--- config.mk ---
export PLATFORM = sky130hd
export DESIGN_NAME = piso_mem_flat
export DESIGN_NICKNAME = d
export VERILOG_FILES = /design/src/rtl/piso_mem_pkg.sv /design/src/rtl/piso_mem_if.sv /design/src/rtl/piso_mem_ctrl.sv /design/src/rtl/piso_mem.sv /design/src/flat_wrapper.sv
export SDC_FILE = /design/constraint.sdc
export NUM_CORES = 1
export LEC_CHECK = 0
export CAP_MARGIN = 20
export CORE_MARGIN = 2
export CORE_UTILIZATION = 44
export DETAILED_ROUTE_END_ITERATION = 10
export PLACE_DENSITY = 0.72
export SETUP_SLACK_MARGIN = 0.05
export SLEW_MARGIN = 20
export SYNTH_ARGS = -nofsm -noshare
export SYNTH_HDL_FRONTEND = slang
export SYNTH_SLANG_ARGS = --single-unit
export TNS_END_PERCENT = 50
--- constraint.sdc ---
create_clock -name clk -period 1.61 [get_ports clk]
set_clock_uncertainty 0.15 [all_clocks]
set_input_delay 0.161 -clock clk [delete_from_list [all_inputs] [get_ports clk]]
set_output_delay 0.161 -clock clk [all_outputs]
set_load 0.02 [all_outputs]
--- src/rtl/piso_mem_pkg.sv ---
// piso_mem_pkg: shared types and helpers for the piso_mem word buffer.
//   state_t    - controller state (IDLE waits for a frame, SEND streams it)
//   addr_width - width of the word-index counter for a given frame size
package piso_mem_pkg;

  typedef enum logic {
    IDLE = 1'b0,
    SEND = 1'b1
  } state_t;

  // Never returns 0 so that the index port stays a legal vector.
  function automatic int unsigned addr_width(input int unsigned n);
    return (n < 2) ? 1 : $clog2(n);
  endfunction

endpackage

--- src/rtl/piso_mem_if.sv ---
// piso_mem_if: load and stream handshake bundle of piso_mem.
//   load_valid/load_ready/in              - parallel frame capture
//   out_valid/out_ready/out/out_addr/out_last - word-serial output
// Modports: slave (the buffer itself), master (producer + consumer side).
interface piso_mem_if #(
  parameter int unsigned IWIDTH  = 10,
  parameter int unsigned NINPUTS = 8
) ();

  localparam int unsigned AW = piso_mem_pkg::addr_width(NINPUTS);

  logic              load_valid;
  logic              load_ready;
  logic [IWIDTH-1:0] in [NINPUTS];
  logic              out_valid;
  logic              out_ready;
  logic [IWIDTH-1:0] out;
  logic [AW-1:0]     out_addr;
  logic              out_last;

  modport slave (
    input  load_valid, in, out_ready,
    output load_ready, out_valid, out, out_addr, out_last
  );

  modport master (
    output load_valid, in, out_ready,
    input  load_ready, out_valid, out, out_addr, out_last
  );

endinterface

--- src/rtl/piso_mem_ctrl.sv ---
// piso_mem_ctrl: FSM, word-index counter and handshake decode for piso_mem.
// Ports:
//   clk, rst    - clock, asynchronous active-low reset
//   load_valid  - producer offers a frame
//   out_ready   - consumer accepts the current word
//   state       - registered FSM state
//   addr        - index of the word currently presented
//   capture     - load handshake this cycle (buffer write enable)
//   load_ready  - block can take a frame this cycle
// Macro PISO_MEM_B2B_EN: accept the next frame on the last beat (no bubble).
module piso_mem_ctrl
  import piso_mem_pkg::*;
#(
  parameter int unsigned NINPUTS = 8,
  parameter int unsigned AW      = addr_width(NINPUTS)
) (
  input  logic          clk,
  input  logic          rst,
  input  logic          load_valid,
  input  logic          out_ready,
  output state_t        state,
  output logic [AW-1:0] addr,
  output logic          capture,
  output logic          load_ready
);

  localparam logic [AW-1:0] LAST = AW'(NINPUTS - 1);

  logic at_last;
  assign at_last = (state == SEND) && (addr == LAST);

`ifdef PISO_MEM_B2B_EN
  // Combinational out_ready -> load_ready path: the slot frees up on the
  // very edge that retires the last word.
  assign load_ready = (state == IDLE) || (at_last && out_ready);
`else
  assign load_ready = (state == IDLE);
`endif

  assign capture = load_valid && load_ready;

  always_ff @(posedge clk or negedge rst) begin
    if (!rst) begin
      state <= IDLE;
      addr  <= '0;
    end else begin
      case (state)
        IDLE: begin
          if (capture) begin
            state <= SEND;
            addr  <= '0;
          end
        end
        SEND: begin
          if (out_ready) begin
            if (at_last) begin
              // Explicit wrap; capture can only be set here with B2B enabled.
              addr  <= '0;
              state <= capture ? SEND : IDLE;
            end else begin
              addr <= addr + AW'(1);
            end
          end
        end
      endcase
    end
  end

endmodule

--- src/rtl/piso_mem.sv ---
// piso_mem: parallel-in, serial-out word buffer. Captures NINPUTS words of
// IWIDTH bits in one load handshake, then streams them, index 0 first, one
// word per accepted beat with the word index and a last flag attached.
// Ports:
//   clk  - clock, rising edge
//   rst  - asynchronous active-low reset
//   bus  - piso_mem_if.slave (load_valid/load_ready/in,
//          out_valid/out_ready/out/out_addr/out_last)
// Optional macro PISO_MEM_B2B_EN: back-to-back frames with zero bubbles
// (adds a combinational out_ready -> load_ready path).
module piso_mem
  import piso_mem_pkg::*;
#(
  parameter int unsigned IWIDTH  = 10,
  parameter int unsigned NINPUTS = 8
) (
  input logic       clk,
  input logic       rst,
  piso_mem_if.slave bus
);

  localparam int unsigned   AW   = addr_width(NINPUTS);
  localparam logic [AW-1:0] LAST = AW'(NINPUTS - 1);

  state_t            state;
  logic [AW-1:0]     addr;
  logic              capture;
  logic [IWIDTH-1:0] buffer [NINPUTS];

  piso_mem_ctrl #(
    .NINPUTS (NINPUTS),
    .AW      (AW)
  ) u_ctrl (
    .clk        (clk),
    .rst        (rst),
    .load_valid (bus.load_valid),
    .out_ready  (bus.out_ready),
    .state      (state),
    .addr       (addr),
    .capture    (capture),
    .load_ready (bus.load_ready)
  );

  // Buffer only changes on a capture, so the presented word holds under
  // backpressure.
  always_ff @(posedge clk or negedge rst) begin
    if (!rst) begin
      buffer <= '{default: '0};
    end else if (capture) begin
      for (int unsigned i = 0; i < NINPUTS; i++) begin
        buffer[i] <= bus.in[i];
      end
    end
  end

  assign bus.out_valid = (state == SEND);
  assign bus.out_last  = (state == SEND) && (addr == LAST);
  assign bus.out_addr  = addr;
  assign bus.out       = buffer[addr];

endmodule

--- src/flat_wrapper.sv ---
// flat-port wrapper written by rule: the top's interface ports become plain ports
module piso_mem_flat import piso_mem_pkg::*;
#(
  parameter int unsigned IWIDTH  = 10,
  parameter int unsigned NINPUTS = 8
)
  (clk, rst, bus_load_valid, bus_in, bus_out_ready, bus_load_ready, bus_out_valid, bus_out, bus_out_addr, bus_out_last);
  piso_mem_if #(.IWIDTH(IWIDTH), .NINPUTS(NINPUTS)) bus_i ();
  input logic clk;
  input logic rst;
  input wire logic [$bits(bus_i.load_valid)-1:0] bus_load_valid;
  input wire logic [$bits(bus_i.in)-1:0] bus_in;
  input wire logic [$bits(bus_i.out_ready)-1:0] bus_out_ready;
  output wire logic [$bits(bus_i.load_ready)-1:0] bus_load_ready;
  output wire logic [$bits(bus_i.out_valid)-1:0] bus_out_valid;
  output wire logic [$bits(bus_i.out)-1:0] bus_out;
  output wire logic [$bits(bus_i.out_addr)-1:0] bus_out_addr;
  output wire logic [$bits(bus_i.out_last)-1:0] bus_out_last;
  assign bus_i.load_valid = bus_load_valid;
  assign bus_i.in = {>>{bus_in}};
  assign bus_i.out_ready = bus_out_ready;
  assign bus_load_ready = bus_i.load_ready;
  assign bus_out_valid = bus_i.out_valid;
  assign bus_out = bus_i.out;
  assign bus_out_addr = bus_i.out_addr;
  assign bus_out_last = bus_i.out_last;
  piso_mem #(.IWIDTH(IWIDTH), .NINPUTS(NINPUTS)) u_core (.clk(clk), .rst(rst), .bus(bus_i));
endmodule
==> results.yml, run 1 <==
detailed_routing:
  dr_total_vias: 2563
  wirelength_um: 9820
  first_iter_violations: 86
  drcViolationCount: 0
  drt_pass1_iterations: 4
  route.detailed.wl_per_inst_um: 20.5
  vias_per_cell: 5.34
  ant_nets: 0
run_status:
  violations: "negative setup slack"
  status: "complete, but fails checks"
yosys:
  syn_avg_cell_area_um2: 16.8
  synthTopCellsByArea: "dfrtp_1 55%, mux2_2 26%, mux4_1 12%"
  synth_top_area_share_pct: 54.6
  yosysMostFrequentCell: "mux2_2"
  synth_cell_types: 23
  ys.flop_type: "dfrtp_1"
  synthesis.nets: 315
  synth_edf_count: 0
  yosys.area.top_type: "dfrtp_1"
  syn_area_um2: 3850
  ys_seq_area_share_pct: 54.6
  yosysWarningCount: 0
  ys_async_sr_fraction_pct: 100
  synth_commonest_cells: "89 x mux2_2, 84 x dfrtp_1, 17 x mux4_1"
  synthCells: 229
  synth_seq_cells: 84
clocking:
  clkSinkCount: 84
  htree_levels: 3
  clock_latency_ns: 0.35
  cts_max_path_buffers: 2
  cts_buffers: 9
  cts_tree: "yes"
  clkTransAtPathRegs_ns: 0.09
  root_buffer: "clkbuf_8"
global_route:
  grt_max_degree: 34
  grt_pass1_wl_um: 14800
  antenna_found_initial: 0
  grt_busiest_layer: "met2"
  grt_usage_pct: 20.1
  grtUsageMet3_pct: 4.03
  grtUsageMet1_pct: 28.2
  grt-ovfl-total: 0
  grt_pass1_vias: 2680
  globalRouteMet2Util_pct: 32.5
final_layout:
  area_delta_synth_final_pct: 55.3
  diodes: 0
  fin_cells: 480
  drive_gt1_share_pct: 53.0
  finalNetCount: 453
power_and_ir_drop:
  p_leak_uw: 0.00261
  p_per_area_nw_per_um2: 1930
  vdd_ir_drop_max_uv: 862
timing:
  setup_slack_ns: -0.682
  slew_headroom_pct: 71.9
  final-setup-viol-count: 28
  max_freq_mhz: 436
  period_minus_slack_ns: 2.29
  post-route-period-util_pct: 142
  tightest_slew_ns: 0.421
  timing.setup.tns_ns: -8.49
  grt_setup_unrepaired: "yes"
  drv_slew: 0
  finalHoldViolCount: 0
critical_path:
  critical_path_required_ns: 1.30
  path_max_fanout: 5
  critPathLaunch: "u_core.u_ctrl.addr[0]"
  worst_ep_arrival_time_ns: 1.98
  cp_top_family: "multiplexers"
  r2r-start: "u_core.u_ctrl.addr[0]"
  regToRegEndpoint: "u_core.u_ctrl.addr[0]"
  cp-endpoint: "bus_out[8]"
  path_cells: "buf_12 -> buf_12 -> mux4_2 -> mux2_4 -> buf_6"
  r2r_cells: 10
  critPathMaxStageDelay_ns: 0.51
  path_class: "reg -> out"
  cpMostUsedCell: "buf_12"
  r2r_setup_slack_ns: -0.48
  crit_buf_inv: 3
  cp.depth: 5
  crit_path_end_kind: "output pin"
  worst_path_max_delay_cell: "mux4_2"
  startpoint_type: "register"
place:
  place_worst_setup_slack_ns: -0.629
  place.gp.congestion: 0.759
  portBuffers: 99
  dp.final_hpwl_um: 6040
  dp.cells: 443
floorplan:
  fp.dieArea_um2: 9510
  fp.dieH_um: 97.5
  initial_core_util_pct: 44.8
  die_w_um: 97.5
  io_pins: 100
  coreArea_um2: 8590
  std_cell_rows: 34
flow_run:
  cap_violations: 0
hold_path:
  hold_path.class: "in -> async"
==> routing by layer <==
| layer | wire (um) | vias to the layer above | part of all wire, % |
|---|---|---|---|
| met2 | 4800 | 61 | 49 |
| met1 | 4570 | 1358 | 47 |
| met3 | 368 | 6 | 3.7 |
| met4 | 77 | 0 | 0.78 |
| met5 | 0 | - | 0 |
| li1 | - | 1138 | - |
==> report_power, final <==
part / switching (uW) / internal (uW) / total, uW / leakage (uW)
combinational: 2070 / 3950 / 6020 / 0.00148
clock: 809 / 886 / 1690 / 0.000114
sequential: 660 / 3140 / 3800 / 0.00102
==> registers in the layout (all words and copies together) (netlist names) <==
register             flops
u_core.buffer           80
u_core.u_ctrl.addr       3
u_core.u_ctrl.state      1
==> cell usage in the layout (no fill, tap or decap) <==
master,count
clkinv_2,2
nor2b_4,1
inv_6,3
buf_12,8
buf_16,5
a31oi_4,1
bufinv_16,2
o22ai_2,2
nand2_1,2
mux2_2,26
clkdlybuf4s50_1,82
nor3b_4,1
clkdlybuf4s15_2,1
nand2_4,1
dfrtp_2,2
nor2_1,1
a21o_1,1
buf_2,2
clkbuf_2,1
buf_4,16
mux4_2,20
nor3_1,1
and2_4,1
a21oi_2,1
clkbuf_8,9
mux2i_1,1
buf_6,21
dlygate4sd3_1,1
inv_1,3
clkbuf_16,2
ha_4,2
buf_8,3
dfrtp_1,82
o22ai_1,1
mux2_4,64
==> cell families (layout without fill, tap and decap cells) <==
| kind of cell | Yosys count | in the layout | synth area share, % |
|---|---|---|---|
| fa+ha+maj | 2 | 2 | 0.650 |
| simple gates | 8 | 8 | 1.04 |
| flops | 84 | 84 | 54.6 |
| buf+inv | 18 | 161 | 2.70 |
| compound gates | 6 | 6 | 0.975 |
| mux | 111 | 111 | 40.0 |
==> per-stage QoR <==
step	cell area (um2)	total power, uW	hold WS, ns	util [%]
after floorplan	3850	6750	-0.285	-
after global placement	5110	8370	-0.0278	59.5
after detailed placement	5110	8510	-0.0248	59.5
after CTS	5740	11000	0.157	66.7
after global routing	5980	12000	0.160	69.6
final	5980	11500	0.131	69.6
==> what timing repair did <==
item	4_1_cts	5_1_grt
setup buffers	8	6
hold endpoints to repair	68	0
gates cloned	5	3
resized for setup	131	46
endpoints found under the setup margin	87	73
pin swaps	3	3
hold buffers	1	0
==> cell type report <==
cell class,instances,area [um2]
fillers,573,2610
flip-flops and latches,84,2100
multi-input cells,127,1900
repair buffers,142,1610
well taps,108,135
clock buffers,9,124
clock inverters,7,96.3
inverters,3,11.3
==> worst min path at each step <==
| stage | to | slack [ns] | cells past startpoint | start |
|---|---|---|---|---|
| 6_report | u_core.buffer[76] | 0.13 | 2 | rst |
| 5_1_grt | u_core.buffer[76] | 0.16 | 2 | rst |
| 4_1_cts | u_core.buffer[76] | 0.16 | 2 | rst |
| 3_5_place_dp | u_core.buffer[76] | -0.02 | 1 | rst |
| 3_3_place_gp | u_core.buffer[26] | -0.03 | 1 | rst |
| 2_1_floorplan | u_core.buffer[0] | -0.28 | 0 | rst |
Power figures use the tool's default switching activity.
==> run 2: changes to the inputs <==
- PLACE_DENSITY: 0.72 -> 0.76
- RECOVER_POWER: unset -> 100
==> run 2 against run 1 <==
Against the previous run: via count down 4.3%; final area fell by 5.9%; clock power is 14% lower; combinational power fell by 11%; the run still ends with negative setup slack left; wire length decreased by 6.1%; fmax is 0.48% higher; critical path depth stayed put; largest cell class unchanged; cell count fell by 0.63%; die area is the same; critical endpoint is now bus_out[6]; flip-flop and latch count unchanged; sequential power barely moved; worst hold slack better by 0.10 ns.
==> results.yml, run 2 (synthesis gave the netlist of run 1 again) <==
place:
  place.gp.congestion: 0.760
  portBuffers: 99
  place_worst_setup_slack_ns: -0.668
  dp.final_hpwl_um: 6270
clocking:
  cts_buffers: 9
  clock_latency_ns: 0.36
  clkTransAtPathRegs_ns: 0.09
  cts_tree: "yes"
  cts_max_path_buffers: 2
  clkSinkCount: 84
  htree_levels: 3
  root_buffer: "clkbuf_8"
final_layout:
  area_delta_synth_final_pct: 46.2
  mostFrequentLayoutCells: "83 x dfrtp_1, 82 x clkdlybuf4s50_1, 63 x mux2_2"
  final_common_cell: "dfrtp_1"
  drive_gt1_share_pct: 51.5
  diodes: 0
  top_regs: "u_core.buffer (80), u_core.u_ctrl.addr (3), u_core.u_ctrl.state (1)"
  largest_reg_flops: 80
  top_register: "u_core.buffer"
  finalNetCount: 450
  fill_cells: 615
critical_path:
  path_class: "reg -> out"
  startpoint_type: "register"
  crit_path_end_kind: "output pin"
  critPathLaunch: "u_core.u_ctrl.addr[0]"
  critical_path_required_ns: 1.30
  r2r-start: "u_core.u_ctrl.addr[0]"
  path_max_fanout: 8
  worst_ep_arrival_time_ns: 1.97
power_and_ir_drop:
  p_leak_uw: 0.00242
  vdd_ir_drop_max_uv: 670
  total_power_uw: 10700
  p_per_area_nw_per_um2: 1890
timing:
  finalHoldViolCount: 0
  drv_slew: 0
  timing.setup.tns_ns: -8.42
  slew_headroom_pct: 51.6
  final-setup-viol-count: 46
  tightest_slew_ns: 0.727
  grt_setup_unrepaired: "yes"
  max_freq_mhz: 438
  period_minus_slack_ns: 2.28
  post-route-period-util_pct: 142
  setup_slack_ns: -0.671
detailed_routing:
  vias_per_cell: 5.14
  ant_nets: 0
  wirelength_um: 9220
  first_iter_violations: 108
  drt_pass1_iterations: 4
  route.detailed.wl_per_inst_um: 19.3
  drcViolationCount: 0
  dr_total_vias: 2453
global_route:
  grt_pass1_wl_um: 14300
  grt_pass1_vias: 2609
  grt_max_degree: 34
  grt-ovfl-total: 0
  grt_usage_pct: 19.6
  antenna_found_initial: 0
floorplan:
  coreArea_um2: 8590
  io_pins: 100
  initial_core_util_pct: 44.8
  fp.dieH_um: 97.5
  fp.dieArea_um2: 9510
  std_cell_rows: 34
  die_w_um: 97.5
run_status:
  status: "complete, but fails checks"
  violations: "negative setup slack"
flow_run:
  cap_violations: 0
hold_path:
  hold_path.class: "in -> async"
==> run 2: stage by stage <==
stage,utilization [%],cells,hold WS (ns),cell area [um2]
global placement,60.2,451,-0.0287,5170
detailed placement,60.2,451,-0.0260,5170
finish,65.5,477,0.231,5630
global route,65.5,477,0.243,5630
floorplan,-,229,-0.285,3850
CTS,63.6,472,0.116,5470
==> run 2: what timing repair did <==
item | in CTS | in global routing
gates cloned | 1 | 3
setup endpoints to repair | 19 | 79
hold endpoints to repair | 84 | 0
resized for setup | 88 | 37
setup buffers | 3 | 4
pin swaps | 2 | 1
hold buffers | 1 | 0
==> run 2: routing by layer <==
metal,vias to the layer above,share of wire (%),GRT usage [%]
met2,66,48,29.7
met3,4,4.8,5.76
met5,-,0,0
met4,0,0.60,5.02
li1,1122,-,-
met1,1261,47,28.1
==> run 2: final timing paths <==
path / to / slack, ns / depth (start not counted)
max: bus_out[6] / -0.67 / 5
min: u_core.buffer[36] / 0.23 / 2
max reg2reg: u_core.u_ctrl.addr[0] / -0.48 / 10
min reg2reg: u_core.buffer[32] / 0.37 / 1
max in group asynchronous: u_core.u_ctrl.addr[0] / 0.11 / 3
min in group clk: u_core.buffer[26] / 0.26 / 2
==> run 2: area by class of cell <==
type	instances	area [um2]	share of cell area, %
Timing Repair Buffer	139	1450	25.7
Tap cell	108	135	2.40
Inverter	3	11.3	0.200
Multi-Input combinational cell	127	1740	30.9
Clock buffer	10	138	2.44
Sequential cell	84	2100	37.4
Clock inverter	6	51.3	0.911
==> run 2: where the power goes <==
part	switching, uW	internal [uW]
combinational	1870	3520
clock	836	628
sequential	667	3140
total	3370	7280
==> run 2: critical path, stage by stage (launching register included) <==
cell and delay (ns):
dfrtp_2 0.45, buf_12 0.16, buf_6 0.10, mux4_2 0.48, mux2_4 0.28, buf_6 0.13
==> run 3: changes to the inputs <==
- PLACE_DENSITY: 0.76 -> unset
- PLACE_DENSITY_LB_ADDON: unset -> 0.15
==> run 3 against run 2 <==
Against the previous run: the flow still finishes with violations (negative setup slack); total power is 4.9% higher; final area is 2.6% higher; core utilization is 1.7 points higher; combinational power is 4.3% higher; cell count is 1.7% lower; die area stayed put.
==> results.yml, run 3 (synthesis gave the netlist of run 1 again) <==
critical_path:
  worst_ep_arrival_time_ns: 1.96
  startpoint_type: "register"
  r2r_setup_slack_ns: -0.13
  path_max_fanout: 6
  path_class: "reg -> out"
  regToRegEndpoint: "u_core.u_ctrl.addr[0]"
  r2r-start: "u_core.u_ctrl.addr[0]"
  r2r_cells: 8
  crit_path_end_kind: "output pin"
  critical_path_required_ns: 1.30
flow_run:
  cap_violations: 0
timing:
  finalHoldViolCount: 0
  max_freq_mhz: 440
  timing.setup.tns_ns: -6.77
  grt_setup_unrepaired: "yes"
  drv_slew: 0
  whs_ns: 0.176
  post-route-period-util_pct: 141
  tightest_slew_ns: 0.609
  period_minus_slack_ns: 2.28
  final-setup-viol-count: 14
  setup_slack_ns: -0.665
  slew_headroom_pct: 59.4
detailed_routing:
  vias_per_cell: 5.25
  highest_layer: "met4"
  ant_nets: 0
  first_iter_violations: 117
  dr_total_vias: 2462
  drcViolationCount: 0
  route.met2.wl_um: 4490
  wl_met3_um: 441
  routedLengthMet1_um: 4680
  route.detailed.wl_per_inst_um: 20.8
  drt_pass1_iterations: 4
  wirelength_um: 9740
final_layout:
  largest_reg_flops: 80
  mostFrequentLayoutCells: "83 x dfrtp_1, 82 x clkdlybuf4s50_1, 59 x mux2_4"
  diodes: 0
  finalNetCount: 442
  drive_gt1_share_pct: 49.9
  top_register: "u_core.buffer"
  area_delta_synth_final_pct: 50.0
  final_common_cell: "dfrtp_1"
  top_regs: "u_core.buffer (80), u_core.u_ctrl.addr (3), u_core.u_ctrl.state (1)"
  post-route-util_pct: 67.2
power_and_ir_drop:
  p_per_area_nw_per_um2: 1940
  p_leak_uw: 0.00251
  vdd_ir_drop_max_uv: 655
  total_power_uw: 11200
clocking:
  htree_levels: 3
  root_buffer: "clkbuf_8"
  cts_tree: "yes"
  clkSinkCount: 84
  cts_buffers: 9
  clkTransAtPathRegs_ns: 0.10
  cts_max_path_buffers: 2
  clock_latency_ns: 0.35
hold_path:
  hold_path.class: "in -> async"
floorplan:
  coreArea_um2: 8590
  std_cell_rows: 34
  initial_core_util_pct: 44.8
  io_pins: 100
  fp.dieArea_um2: 9510
  fp.dieH_um: 97.5
  die_w_um: 97.5
run_status:
  status: "complete, but fails checks"
  violations: "negative setup slack"
global_route:
  antenna_found_initial: 0
  grt_pass1_vias: 2588
  grt_usage_pct: 19.4
  grt_pass1_wl_um: 14300
  grt-ovfl-total: 0
  grt_max_degree: 34
place:
  place_worst_setup_slack_ns: -0.635
  portBuffers: 99
  dp.final_hpwl_um: 6030
  place.gp.congestion: 0.742
-- run 3: cell types whose count changed in the layout (fill, tap and decap cells not counted), moves of 2 or more --
| cell | previous run | this run |
|---|---|---|
| mux2_2 | 63 | 31 |
| mux2_4 | 27 | 59 |
| buf_4 | 21 | 10 |
| buf_12 | 5 | 8 |
| bufinv_16 | 0 | 2 |
| inv_6 | 4 | 2 |
-- run 3: cell type report --
type | instances | area [um2]
clock inverters | 6 | 93.8
fillers | 616 | 2820
inverters | 3 | 11.3
well taps | 108 | 135
clock buffers | 10 | 138
flip-flops and latches | 84 | 2100
multi-input cells | 127 | 1850
repair buffers | 131 | 1440
-- run 3: worst max path at each step --
stage                                     start          to  slack, ns
after floorplan           u_core.u_ctrl.addr[0]  bus_out[3]      -0.20
after global placement    u_core.u_ctrl.addr[0]  bus_out[3]      -0.62
after detailed placement  u_core.u_ctrl.addr[0]  bus_out[3]      -0.64
after CTS                 u_core.u_ctrl.addr[0]  bus_out[3]      -0.69
after global routing      u_core.u_ctrl.addr[0]  bus_out[3]      -0.71
final                     u_core.u_ctrl.addr[0]  bus_out[3]      -0.67
-- run 3: what timing repair did --
| action | CTS | global route |
|---|---|---|
| hold buffers | 1 | 0 |
| hold endpoints to repair | 84 | 0 |
| setup buffers | 6 | 4 |
| cloned | 2 | 5 |
| resized for setup | 121 | 37 |
| pin swaps | 3 | 4 |
| endpoints found under the setup margin | 40 | 99 |
-- run 3: stage by stage --
step           cells  instance area [um2]
4_1_cts          464                 5600
2_1_floorplan    229                 3850
5_1_grt          469                 5770
3_5_place_dp     440                 5100
3_3_place_gp     440                 5100
6_report         469                 5770
-- run 3: where the power goes --
part | internal, uW | total, uW | switching, uW
Clock | 930 | 1750 | 817
Combinational | 3680 | 5610 | 1920
Sequential | 3140 | 3810 | 675
-- run 3: per-layer routing --
metal	up-vias	global-route usage [%]
li1	1111	-
met1	1275	29.4
met2	66	28.2
met3	10	4.46
met4	0	5.77
met5	-	0
-- run 3: critical path: stages (launching register included) --
cell     delay, ns
dfrtp_2       0.42
buf_6         0.12
buf_12        0.12
mux4_2        0.53
mux2_4        0.29
buf_6         0.13
